===== config.mk =====
export PLATFORM = sky130hd
export DESIGN_NAME = multicycle_control_fsm
export DESIGN_NICKNAME = d
export VERILOG_FILES = /design/src/rtl/multicycle_control_fsm.sv
export SDC_FILE = /design/constraint.sdc
export NUM_CORES = 1
export LEC_CHECK = 0
export ABC_AREA = 1
export CAP_MARGIN = 40
export CORE_ASPECT_RATIO = 0.8
export CORE_MARGIN = 2
export CORE_UTILIZATION = 29
export DETAILED_ROUTE_END_ITERATION = 8
export SLEW_MARGIN = 15
export SYNTH_ARGS = -nofsm -noshare
export SYNTH_HDL_FRONTEND = slang
export SYNTH_SLANG_ARGS = --single-unit

===== constraint.sdc =====
create_clock -name clk -period 1.3 [get_ports clk]
set_clock_uncertainty 0.05 [all_clocks]
set_input_delay 0.26 -clock clk [delete_from_list [all_inputs] [get_ports clk]]
set_output_delay 0.26 -clock clk [all_outputs]
set_load 0.05 [all_outputs]

===== src/rtl/multicycle_control_fsm.sv =====
// Moore controller for the shared-ALU, unified-memory multicycle MIPS datapath.
// Sequences FETCH/DECODE/execute/writeback and drives every datapath mux and enable.
module multicycle_control_fsm (
    input  logic       clk,
    input  logic       reset,
    input  logic [5:0] op,
    input  logic       mem_ready,
    output logic       pc_write,
    output logic       branch,
    output logic       iord,
    output logic       mem_write,
    output logic       ir_write,
    output logic       reg_dst,
    output logic       mem_to_reg,
    output logic       reg_write,
    output logic       alu_src_a,
    output logic [1:0] alu_src_b,
    output logic [1:0] alu_op,
    output logic [1:0] pc_src,
    output logic       illegal_op,
    output logic [3:0] state
);

    localparam int unsigned STATE_W = 4;

    localparam logic [5:0] OP_RTYPE = 6'b000000;
    localparam logic [5:0] OP_LW    = 6'b100011;
    localparam logic [5:0] OP_SW    = 6'b101011;
    localparam logic [5:0] OP_BEQ   = 6'b000100;
    localparam logic [5:0] OP_ADDI  = 6'b001000;
    localparam logic [5:0] OP_J     = 6'b000010;

    typedef enum logic [STATE_W-1:0] {
        S_FETCH  = 4'd0,
        S_DECODE = 4'd1,
        S_MEMADR = 4'd2,
        S_MEMRD  = 4'd3,
        S_MEMWB  = 4'd4,
        S_MEMWR  = 4'd5,
        S_EXEC   = 4'd6,
        S_ALUWB  = 4'd7,
        S_BRANCH = 4'd8,
        S_ADDIEX = 4'd9,
        S_ADDIWB = 4'd10,
        S_JUMP   = 4'd11
    } state_t;

    state_t r_state;
    state_t w_next;

    always_ff @(posedge clk or posedge reset) begin
        if (reset) begin
            r_state <= S_FETCH;
        end else begin
            r_state <= w_next;
        end
    end

    assign state = STATE_W'(r_state);

    // Next state and Moore outputs; FETCH enables and illegal_op also look at inputs.
    always_comb begin
        w_next     = S_FETCH;
        pc_write   = 1'b0;
        branch     = 1'b0;
        iord       = 1'b0;
        mem_write  = 1'b0;
        ir_write   = 1'b0;
        reg_dst    = 1'b0;
        mem_to_reg = 1'b0;
        reg_write  = 1'b0;
        alu_src_a  = 1'b0;
        alu_src_b  = 2'b00;
        alu_op     = 2'b00;
        pc_src     = 2'b00;
        illegal_op = 1'b0;

        case (r_state)
            S_FETCH: begin
                alu_src_b = 2'b01;
                ir_write  = mem_ready;
                pc_write  = mem_ready;
                w_next    = mem_ready ? S_DECODE : S_FETCH;
            end
            S_DECODE: begin
                alu_src_b = 2'b11;
                case (op)
                    OP_RTYPE:    w_next = S_EXEC;
                    OP_LW,
                    OP_SW:       w_next = S_MEMADR;
                    OP_BEQ:      w_next = S_BRANCH;
                    OP_ADDI:     w_next = S_ADDIEX;
                    OP_J:        w_next = S_JUMP;
                    default: begin
                        illegal_op = 1'b1;
                        w_next     = S_FETCH;
                    end
                endcase
            end
            S_MEMADR: begin
                alu_src_a = 1'b1;
                alu_src_b = 2'b10;
                w_next    = (op == OP_SW) ? S_MEMWR : S_MEMRD;
            end
            S_MEMRD: begin
                iord   = 1'b1;
                w_next = mem_ready ? S_MEMWB : S_MEMRD;
            end
            S_MEMWB: begin
                mem_to_reg = 1'b1;
                reg_write  = 1'b1;
            end
            S_MEMWR: begin
                iord      = 1'b1;
                mem_write = 1'b1;
                w_next    = mem_ready ? S_FETCH : S_MEMWR;
            end
            S_EXEC: begin
                alu_src_a = 1'b1;
                alu_op    = 2'b10;
                w_next    = S_ALUWB;
            end
            S_ALUWB: begin
                reg_dst   = 1'b1;
                reg_write = 1'b1;
            end
            S_BRANCH: begin
                alu_src_a = 1'b1;
                alu_op    = 2'b01;
                pc_src    = 2'b01;
                branch    = 1'b1;
            end
            S_ADDIEX: begin
                alu_src_a = 1'b1;
                alu_src_b = 2'b10;
                w_next    = S_ADDIWB;
            end
            S_ADDIWB: begin
                reg_write = 1'b1;
            end
            S_JUMP: begin
                pc_src   = 2'b10;
                pc_write = 1'b1;
            end
            default: begin
                w_next = S_FETCH;
            end
        endcase

        // Reset silences every strobe at once, including the input-qualified ones in FETCH.
        if (reset) begin
            pc_write   = 1'b0;
            branch     = 1'b0;
            iord       = 1'b0;
            mem_write  = 1'b0;
            ir_write   = 1'b0;
            reg_dst    = 1'b0;
            mem_to_reg = 1'b0;
            reg_write  = 1'b0;
            alu_src_a  = 1'b0;
            alu_src_b  = 2'b00;
            alu_op     = 2'b00;
            pc_src     = 2'b00;
            illegal_op = 1'b0;
        end
    end

endmodule


==> results of run 1 <==
==> synth_stat cells <==
master | instances | area, um2
o21ai_0 | 1 | 5.00
nand2_1 | 25 | 93.8
clkbuf_1 | 1 | 3.75
nor3_1 | 1 | 5.00
inv_1 | 15 | 56.3
nand3b_1 | 1 | 7.51
nor2_1 | 27 | 101
buf_4 | 1 | 7.51
a31oi_1 | 1 | 6.26
inv_2 | 1 | 3.75
a21oi_1 | 3 | 15.0
nor2_2 | 5 | 31.3
o21ai_1 | 1 | 5.00
nand3_1 | 13 | 65.1
dfrtp_1 | 4 | 100
==> through the flow <==
step	cells	hold slack (ns)	area (um2)
floorplan	100	0.0235	719
global placement	167	0.637	1320
detailed placement	167	0.665	1320
CTS	178	0.459	1490
==> kinds of logic after synthesis <==
family,count (synthesis),synth area share
AO/OA/AOI/OAI,6,0.0617
AND/OR/NAND/NOR,72,0.600
flip-flops,4,0.198
buffers and inverters,18,0.141
==> what timing repair did <==
| action | 4_1_cts |
|---|---|
| pin swaps | 12 |
| hold buffers | 0 |
| setup endpoints to repair | 23 |
| resized for setup | 27 |
| setup buffers | 9 |
==> reports/summary.txt, run 1 <==
Status = aborted with a tool error
Stop stage = global routing
Error message = [ERROR DPL-0033] detailed placement checks failed during check placement.
Seq cells post-synth = 4
Syn avg cell area = 5.07 um2
Die H = 41.4 um
Pre-CTS setup slack = -0.501 ns
Io pins = 29
Antenna violations before repair = 0
Mapped Cells = 100
Die W = 50.7 um
CTS Buf Count = 3
Cell variety after synth = 15
CTS Buffer Depth = 2
Htree depth = 1
Clk root buf = clkbuf_4
Worst ep type = output port
Starting Density = 0.312
Synthesized area = 507 um2
PortBufs = 28
Post-Syn Nets = 109
Routability cong. = 0.861
Post-detail-place hpwl = 1660 um
Ys Warns = 0
Worst setup endpoint GRT = illegal_op
Seq/Total Area, Yosys = 0.198
CTS Sinks = 4
Pin count of the biggest net entering global routing = 11
Row cnt = 13
==> run 2: changes to the inputs <==
--- a/config.mk
+++ b/config.mk
@@ -7,10 +7,10 @@
 export LEC_CHECK = 0
 export ABC_AREA = 1
 export CAP_MARGIN = 40
-export CORE_ASPECT_RATIO = 0.8
-export CORE_MARGIN = 2
-export CORE_UTILIZATION = 29
+export CORE_AREA = 2 2 63 65
 export DETAILED_ROUTE_END_ITERATION = 8
+export DIE_AREA = 0 0 65 67
+export PLACE_DENSITY_LB_ADDON = 0.15
 export SLEW_MARGIN = 15
 export SYNTH_ARGS = -nofsm -noshare
 export SYNTH_HDL_FRONTEND = slang
==> run 2 against run 1 <==
  * The flow now finishes, with violations (setup timing)
  * Synthesized cell count is the same
  * Area after synthesis is the same
==> reports/summary.txt, run 2 <==
Worst-path cell chain = nor2_4, nand2_2, buf_4, buf_6, nor2_4, buf_6
Top cell type's share of synthesized area = 0.200 (unchanged)
Die H = 67 um (+62%)
Setup crit end kind = primary output
Crit-path max FO = 5
Io pins = 29 (unchanged)
Starting Density = 0.141 (-0.171)
Antenna violations before repair = 0
Seq cells post-synth = 4 (unchanged)
Pre-CTS setup slack = -0.482 ns (+0.0188 ns)
CTS Buf Count = 3 (unchanged)
Crit path max-delay family = flip-flops
Core area = 3610 um2
Worst slew margin = 0.822
Hold/Removal Path Class = in2async
Status = complete, but fails checks
Vias = 851
Htree depth = 1 (unchanged)
Ys flop type = dfrtp_1
Count leader, synth = nor2_1
Ant. Diodes = 0
Post-synthesis adder-cell area fraction = 0 (unchanged)
Compound-gate portion of the synthesized area = 0.0617 (unchanged)
R2R setup slack = -0.18 ns
Fin worst setup slack = -0.442 ns
Synthesized area = 507 um2 (unchanged)
Max reg flops = 4
Worst r2r src = state[0]
Cell variety after synth = 15 (unchanged)
Ys Warns = 0 (unchanged)
VDD IR max = 0.000597 V
Fin nets = 179
Commonest non-fill, non-tap cell in the layout = buf_4
Post-Synth XOR/XNOR Area = 0 (unchanged)
CP max stage delay = 0.51 ns
Buf/Inv on CP = 3
Reg2Reg Depth = 8
Pwr per Cell Area = 1590 nW/um2
Synth top area cells = nor2_1 20%, dfrtp_1 20%, nand2_1 19%, nand3_1 13%, inv_1 11%
Clk root buf = clkbuf_8
Worst EP arrival = 1.43 ns
End point of the critical path = alu_src_b[0]
Final min period = 1.74 ns
Post-synth ARST share = 1.00 (unchanged)
Crit path launch = state[3]
Max-cap violations = 0
R2r endpoint = state[0]
Area growth, synth to finish = 231%
Dominant cell type by area after synthesis = nor2_1
CTS Sinks = 4 (unchanged)
Failing checks = setup timing
Post-detail-place hpwl = 1740 um (+5.0%)
Post-synth top cells = 27 x nor2_1, 25 x nand2_1, 15 x inv_1
Slew @ Worst Pin = 0.267 ns
Pwr Total = 2.66 mW
Worst EP required = 0.99 ns
LEAKAGE = 0.777 nW
GRT Total Usage = 0.111
Hold Vio Cnt, Final = 0
Syn avg cell area = 5.07 um2 (unchanged)
Max Clk Rate = 574 MHz
Vias in the first global route = 914
Grt ovf = 0
CTS Buffer Depth = 2 (unchanged)
Critical path depth in cells = 6
Post-Syn Nets = 109 (unchanged)
Post-synth EDFFs = 0 (unchanged)
WL final = 2170 um
RSZ-0062 raised after global routing = true
Detailed Routing Iterations Pass 1 = 3
Row cnt = 22 (+9)
Initial DRC count = 3
Post-route cell area = 1680 um2
CTS tree = yes
Pin count of the biggest net entering global routing = 11
Most frequent cells in the layout = 30 x buf_4, 18 x buf_12, 16 x nor2_4, 12 x nor2_1, 12 x nand2_1
Simple-Gate Fraction of Synth Area = 0.600 (unchanged)
Layout cell share with drive strength beyond 1 = 0.685
Mapped Cells = 100 (unchanged)
Seq/Total Area, Yosys = 0.198 (unchanged)
Wire length per cell = 10.0 um
Slowest stage cell on the critical path = dfrtp_4
PortBufs = 28 (unchanged)
First-pass GRT wire length = 3790 um
CTS clk-pin slew, worst paths = 0.03 ns
Drt via density = 3.94
Cell Area, Placed = 1430 um2 (+8.6%)
Fill cells = 361
Slew Viols, Final = 0
Final Cycle Share = 1.34
Final setup viols = 22
Largest family of logic cells by synthesized area = simple AND/OR/NAND/NOR gates
DIE AREA = 4360 um2
WS Path Type = reg2out
Final antenna-violating net count = 0
DRC = 0
Startpoint class of the critical path = flop
Routability cong. = 0.745 (-13%)
Mux cell area share after synthesis = 0 (unchanged)
Clk_lat worst skew = 0.21 ns
Die W = 65 um (+28%)
==> run 2: cell counts after synthesis <==
Identical to the previous run, type by type.
==> run 2: worst min-delay path by stage <==
stage / end / cells past startpoint
global placement: state[0] / 3
CTS: state[0] / 4
floorplan: state[0] / 1
finish: state[2] / 4
global route: state[0] / 4
detailed placement: state[0] / 3
==> run 2: metrics by stage <==
step / hold WS, ns / std cells / setup TNS, ns / util
floorplan: 0.0235 / 100 / -4.52 / -
global placement: 0.669 / 202 / -5.37 / 0.396
detailed placement: 0.663 / 202 / -5.63 / 0.396
CTS: 0.455 / 212 / -6.81 / 0.446
global route: 0.503 / 216 / -8.11 / 0.465
finish: 0.495 / 216 / -6.74 / 0.465
==> run 2: cell type report <==
cell class	instances	area, um2	share of cell area
Clock buffer	3	41.3	0.0246
Inverter	16	65.1	0.0388
Multi-Input combinational cell	78	601	0.358
Sequential cell	4	113	0.0671
Tap cell	48	60.1	0.0358
Timing Repair Buffer	67	798	0.476
==> run 2: metal layers <==
metal | wire length, um | track usage | up-vias
met1 | 862 | 0.112 | 386
met2 | 1200 | 0.226 | 21
met4 | 9 | 0.0293 | 0
met5 | 0 | 0 | -
met3 | 94 | 0.0253 | 2
li1 | - | - | 442
==> run 2: power by group <==
part           switching (mW)  total (mW)  internal (mW)
clock network          0.0560       0.253          0.197
registers               0.112       0.300          0.188
logic                    1.09        2.11           1.02
total                    1.26        2.66           1.40
==> run 2: logic make-up (layout without fill, tap and decap cells) <==
logic type / Yosys count / after routing
buffers and inverters: 18 / 86
AO/OA/AOI/OAI: 6 / 6
flip-flops: 4 / 4
AND/OR/NAND/NOR: 72 / 72
==> run 2: worst reg2reg max path: stages (launching register included) <==
cell	delay [ns]
dfrtp_4	0.53
nor2_4	0.22
buf_6	0.14
inv_4	0.03
buf_4	0.12
buf_4	0.12
o21ai_1	0.11
nor2_1	0.05
nand2_1	0.06
==> run 2: what timing repair did <==
| action | 4_1_cts | 5_1_grt |
|---|---|---|
| hold buffers | 0 | 0 |
| resized for setup | 26 | 13 |
| pin swaps | 22 | 7 |
| endpoints found under the setup margin | 23 | 23 |
| hold endpoints to repair | 0 | 0 |
| buffers inserted | 8 | 6 |
No activity file was read; power rests on OpenSTA's default activity.
==> run 3: changes to the inputs <==
--- a/config.mk
+++ b/config.mk
@@ -5,7 +5,7 @@
 export SDC_FILE = /design/constraint.sdc
 export NUM_CORES = 1
 export LEC_CHECK = 0
-export ABC_AREA = 1
+export ABC_AREA = 0
 export CAP_MARGIN = 40
 export CORE_AREA = 2 2 63 65
 export DETAILED_ROUTE_END_ITERATION = 8
==> run 3 against run 2 <==
  * The flow still finishes with violations (setup timing)
  * Utilization up 4.0 points
  * Combinational power up 26%
  * Critical path type unchanged
  * Final area up 8.7%
==> reports/summary.txt, run 3 <==
Ys Warns = 0 (unchanged)
Synthesized area = 522 um2 (+3.0%)
Crit path max-delay family = simple AND/OR/NAND/NOR gates
Cell Area, Placed = 1370 um2 (-3.9%)
CP max stage delay = 0.43 ns (-0.08 ns)
Slew Viols, Final = 0 (unchanged)
Top cell type's share of synthesized area = 0.192 (-0.00815)
LEAKAGE = 0.747 nW (-3.9%)
RSZ-0062 raised after global routing = true
Most frequent cells in the layout = 28 x buf_4, 22 x buf_12, 18 x buf_6, 5 x nor3_4
Worst slew margin = 0.805 (-0.0170)
Largest family of logic cells by synthesized area = simple AND/OR/NAND/NOR gates
Post-Synth XOR/XNOR Area = 0.0504 (+0.0504)
Seq cells post-synth = 4 (unchanged)
Seq/Total Area, Yosys = 0.192 (-0.00568)
Dominant cell type by area after synthesis = dfrtp_1
Compound-gate portion of the synthesized area = 0.170 (+0.109)
Startpoint class of the critical path = flop
Hold_ws = 0.315 ns (-0.180 ns)
Fin worst setup slack = -0.645 ns (-0.202 ns)
Synth top area cells = dfrtp_1 19%, nor3_1 9.6%, nand2b_1 8.4%, nor2_1 7.2%, nor2b_1 6.0%
Post-synthesis adder-cell area fraction = 0 (unchanged)
Detailed Routing Iterations Pass 1 = 4 (+1)
Starting Density = 0.145 (+0.00416)
Worst EP required = 0.99 ns (about the same)
Status = complete, but fails checks
Die H = 67 um (unchanged)
CTS tree = yes
Die W = 65 um (unchanged)
Commonest non-fill, non-tap cell in the layout = buf_4
GRT Total Usage = 0.105 (-0.00641)
Setup TNS Final = -9.08 ns (-2.34 ns)
Final Cycle Share = 1.50 (+0.156)
Clk_lat worst skew = 0.22 ns (about the same)
Post-Syn Nets = 86 (-21%)
Post-detail-place hpwl = 1640 um (-5.7%)
VDD IR max = 0.000629 V (+5.2%)
Routability cong. = 0.793 (+6.4%)
Layout cell share with drive strength beyond 1 = 0.788 (+0.104)
Hold/Removal Path Class = in2async
Area growth, synth to finish = 249%
Hold Vio Cnt, Final = 0 (unchanged)
Buf/Inv on CP = 1 (-2)
Wire length per cell = 12.2 um (+21%)
Worst-path cell chain = and2b_1, nand2_2, or4_4, a21oi_4, buf_12
Mux cell area share after synthesis = 0.0408 (+0.0408)
CTS Buffer Depth = 2 (unchanged)
Syn avg cell area = 6.78 um2 (+34%)
Pin count of the biggest net entering global routing = 14 (+3)
Fin nets = 162 (-9.5%)
Drt via density = 4.29 (+8.9%)
Vias = 854 (+0.35%)
WL final = 2430 um (+12%)
Pre-CTS setup slack = -0.777 ns (-0.295 ns)
Final min period = 1.94 ns (+0.202 ns)
DIE AREA = 4360 um2 (unchanged)
WS Path Type = reg2out
Io pins = 29 (unchanged)
Post-synth EDFFs = 0 (unchanged)
Final setup viols = 24 (+9.1%)
Clk root buf = clkbuf_8
Simple-Gate Fraction of Synth Area = 0.480 (-0.120)
Initial DRC count = 5 (+2)
Row cnt = 22 (unchanged)
Slew @ Worst Pin = 0.290 ns (+0.0233 ns)
Failing checks = setup timing
Ys flop type = dfrtp_1
Max reg flops = 4 (unchanged)
Slowest stage cell on the critical path = or4_4
Post-route cell area = 1820 um2 (+8.7%)
Grt ovf = 0 (unchanged)
Vias in the first global route = 784 (-14%)
Core area = 3610 um2 (unchanged)
First-pass GRT wire length = 3590 um (-5.3%)
CTS Buf Count = 3 (unchanged)
Crit-path max FO = 2 (-3)
Post-synth top cells = 10 x nor2_1, 10 x nor3_1, 7 x nand2b_1
Final antenna-violating net count = 0 (unchanged)
Pwr per Cell Area = 1720 nW/um2 (+8.1%)
PortBufs = 28 (unchanged)
Setup crit end kind = primary output
DRC = 0 (unchanged)
Max Clk Rate = 514 MHz (-10%)
Antenna violations before repair = 0 (unchanged)
Ant. Diodes = 0 (unchanged)
CTS clk-pin slew, worst paths = 0.03 ns (about the same)
Mapped Cells = 77 (-23%)
CTS Sinks = 4 (unchanged)
Htree depth = 1 (unchanged)
Post-synth ARST share = 1.00 (unchanged)
CTS Hold Bufs = 0 (unchanged)
Worst EP arrival = 1.63 ns (+0.20 ns)
Max-cap violations = 0 (unchanged)
Cell variety after synth = 32 (+17)
-- run 3: path summary, 6_finish.rpt --
path / startpoint / end / slack (ns) / cells past startpoint
max: state[1] / illegal_op / -0.64 / 5
min: reset / state[0] / 0.31 / 4
max reg2reg: state[1] / state[1] / -0.48 / 9
min reg2reg: state[3] / state[0] / 0.66 / 3
max in group asynchronous: reset / state[1] / 0.77 / 4
min in group clk: op[4] / state[3] / 0.46 / 5
-- run 3: where the power goes --
group / total (mW) / internal [mW] / switching [mW]
registers: 0.207 / 0.174 / 0.0331
clock network: 0.268 / 0.198 / 0.0699
logic: 2.65 / 1.39 / 1.26
total: 3.13 / 1.77 / 1.36
-- run 3: area by class of cell --
cell class | count | area (um2)
Sequential cell | 4 | 105
Timing Repair Buffer | 77 | 968
Inverter | 2 | 7.51
Clock buffer | 3 | 41.3
Tap cell | 48 | 60.1
Fill cell | 324 | 1780
Multi-Input combinational cell | 65 | 641
-- run 3: kinds of logic (layout without fill, tap and decap cells) --
| logic type | Yosys count | after routing |
|---|---|---|
| and+or+nand+nor | 46 | 46 |
| buffers and inverters | 8 | 82 |
| DFF | 4 | 4 |
| xor gates and xnor gates | 3 | 3 |
| muxes | 2 | 2 |
| AOI/OAI and AO/OA | 14 | 14 |
-- run 3: metrics by stage --
| stage | util | std cells | power (mW) |
|---|---|---|---|
| floorplan | - | 77 | 1.32 |
| global placement | 0.381 | 173 | 2.16 |
| detailed placement | 0.381 | 173 | 2.16 |
| CTS | 0.432 | 183 | 2.65 |
| global route | 0.506 | 199 | 3.27 |
| finish | 0.506 | 199 | 3.13 |
-- run 3: routing by layer --
layer,GRT usage,part of all wire
met1,0.114,0.39
met2,0.195,0.54
met3,0.0169,0.063
met4,0.0532,0.0070
met5,0,0
-- run 3: repair_timing --
item,in CTS,in global routing
setup buffers,7,16
pin swaps,11,15
cloned,0,1
setup endpoints to repair,20,22
gates resized for setup,46,34
-- run 3: worst reg2reg max path: stages, from the launching register on --
cell and delay, ns:
dfrtp_2 0.38, buf_4 0.14, buf_12 0.13, buf_8 0.13
buf_4 0.14, buf_6 0.12, nand2b_4 0.07, mux2_4 0.14
o22ai_2 0.06, a211o_1 0.29
==> run 4: changes to the inputs <==
--- a/config.mk
+++ b/config.mk
@@ -11,6 +11,8 @@
 export DETAILED_ROUTE_END_ITERATION = 8
 export DIE_AREA = 0 0 65 67
 export PLACE_DENSITY_LB_ADDON = 0.15
+export RECOVER_POWER = 25
+export REMOVE_ABC_BUFFERS = 1
 export SLEW_MARGIN = 15
 export SYNTH_ARGS = -nofsm -noshare
 export SYNTH_HDL_FRONTEND = slang
==> constraint.sdc (replaced) <==
create_clock -name clk -period 2.5 [get_ports clk]
set_clock_uncertainty 0.05 [all_clocks]
set_input_delay 0.5 -clock clk [delete_from_list [all_inputs] [get_ports clk]]
set_output_delay 0.5 -clock clk [all_outputs]
set_load 0.05 [all_outputs]
==> run 4 against run 3 <==
  * The run now ends clean
  * Sequential share of layout area increased by 2.8 points
  * Cell count decreased by 15%
  * First-iteration DRC count increased to 5.2 times the previous value
  * Count of clock-buffer cells in the layout unchanged
  * Critical path depth unchanged
  * Via count decreased by 17%
  * Register-to-register slack improved by 1.6 ns
  * Worst setup slack improved by 0.70 ns
  * Sequential power decreased by 54%
  * Routed wire length decreased by 16%
  * Sequential cell count unchanged
==> reports/summary.txt, run 4 (same netlist as run 3, synthesis figures left out) <==
VDD IR max = 0.000215 V (-66%)
Multi-input gate area = 390 um2 (-39%)
Ant. Diodes = 0 (unchanged)
Hold/Removal Path Class = in2async
Row cnt = 22 (unchanged)
DRC = 0 (unchanged)
Max-cap violations = 0 (unchanged)
R2R setup slack = 1.09 ns (+1.57 ns)
CTS Buffer Depth = 2 (unchanged)
Fin nets = 133 (-18%)
Vias in the first global route = 704 (-10%)
Layout cell share with drive strength beyond 1 = 0.328 (-0.460)
WL final = 2040 um (-16%)
Startpoint class of the critical path = input port
CTS clk-pin slew, worst paths = 0.03 ns (about the same)
RSZ-0062 raised after global routing = false
CTS Hold Bufs = 0 (unchanged)
Reg area = 100 um2 (-4.8%)
PortBufs = 28 (unchanged)
Final setup viols = 0 (-100%)
Drt via density = 4.18 (-2.5%)
Starting Density = 0.145 (unchanged)
Final antenna-violating net count = 0 (unchanged)
Post-detail-place hpwl = 1700 um (+3.2%)
Dpl cells = 167 (-3.5%)
Worst EP arrival = 1.89 ns (+0.26 ns)
Pre-CTS setup slack = -0.0470 ns (+0.730 ns)
Antenna violations before repair = 0 (unchanged)
Post-route cell area = 1160 um2 (-36%)
Io pins = 29 (unchanged)
Status = finished clean
CTS tree = yes
Post-CTS Setup Inserts = 0 (-7)
DIE AREA = 4360 um2 (unchanged)
Initial DRC count = 26 (+21)
Fin worst setup slack = 0.0594 ns (+0.704 ns)
Vias = 711 (-17%)
Worst EP required = 1.95 ns (+0.96 ns)
Final min period = 2.44 ns
Slew @ Worst Pin = 0.511 ns (+0.221 ns)
Most frequent cells in the layout = 18 x buf_4, 15 x buf_12, 10 x nor3_1, 10 x nor2_1, 7 x nand2b_1
Grt ovf = 0 (unchanged)
Crit-path max FO = 2 (unchanged)
Pwr Total = 1.04 mW (-67%)
Core area = 3610 um2 (unchanged)
Cell Area, Placed = 1130 um2 (-18%)
Commonest non-fill, non-tap cell in the layout = buf_4
Worst slew margin = 0.658 (-0.147)
Pwr per Cell Area = 892 nW/um2 (-48%)
Max reg flops = 4 (unchanged)
Htree depth = 1 (unchanged)
Pin count of the biggest net entering global routing = 14 (unchanged)
Die W = 65 um (unchanged)
Setup crit end kind = primary output
First-pass GRT wire length = 3400 um (-5.2%)
WS Path Type = in2out
Final Cycle Share = 0.976
Routability cong. = 0.755 (-4.8%)
Clk_lat worst skew = 0.21 ns (about the same)
CTS Buf Count = 3 (unchanged)
Wire length per cell = 12.0 um (-1.6%)
Hold_ws = 0.512 ns (+0.197 ns)
Max Clk Rate = 410 MHz
GRT Total Usage = 0.102 (-0.00281)
CTS Sinks = 4 (unchanged)
LEAKAGE = 0.483 nW (-35%)
Clk root buf = clkbuf_8
Slew Viols, Final = 0 (unchanged)
Die H = 67 um (unchanged)
Hold Vio Cnt, Final = 0 (unchanged)
Util after Layout = 0.322 (-0.183)
Setup TNS Final = 0 ns (+9.08 ns)
Fill cells = 396 (+22%)
Post-route insts no fill = 170 (-15%)
Detailed Routing Iterations Pass 1 = 4 (unchanged)
Area growth, synth to finish = 123%
run 4: worst paths after layout:
kind / start / endpoint / depth (start not counted)
max: op[3] / illegal_op / 5
min: reset / state[1] / 4
max reg2reg: state[1] / state[2] / 5
min reg2reg: state[3] / state[0] / 2
max in group asynchronous: reset / state[3] / 4
min in group clk: state[3] / state[0] / 2
run 4: layout make-up:
type / count / share of cell area
Clock buffer: 3 / 0.0355
Inverter: 2 / 0.00646
Multi-Input combinational cell: 65 / 0.336
Sequential cell: 4 / 0.0861
Tap cell: 48 / 0.0517
Timing Repair Buffer: 48 / 0.484
run 4: critical path: stages:
cell	delay, ns
clkdlybuf4s50_1	0.48
nor3_1	0.05
or4_1	0.50
a21oi_2	0.20
buf_12	0.16
run 4: metal layers:
layer | wire length [um] | GRT usage
met2 | 1040 | 0.187
met4 | 0 | 0.0319
met3 | 117 | 0.0236
met5 | 0 | 0
met1 | 881 | 0.116
run 4: timing repair:
item	4_1_cts	5_1_grt
pin swaps	1	0
setup endpoints to repair	1	5
gates resized for setup	6	1
hold endpoints to repair	0	0
run 4: where the power goes:
part           switching (mW)  internal [mW]  leakage, nW
clock network          0.0297          0.102       0.0216
registers             0.00787         0.0864       0.0523
logic                   0.464          0.346        0.409
total                   0.502          0.535        0.483
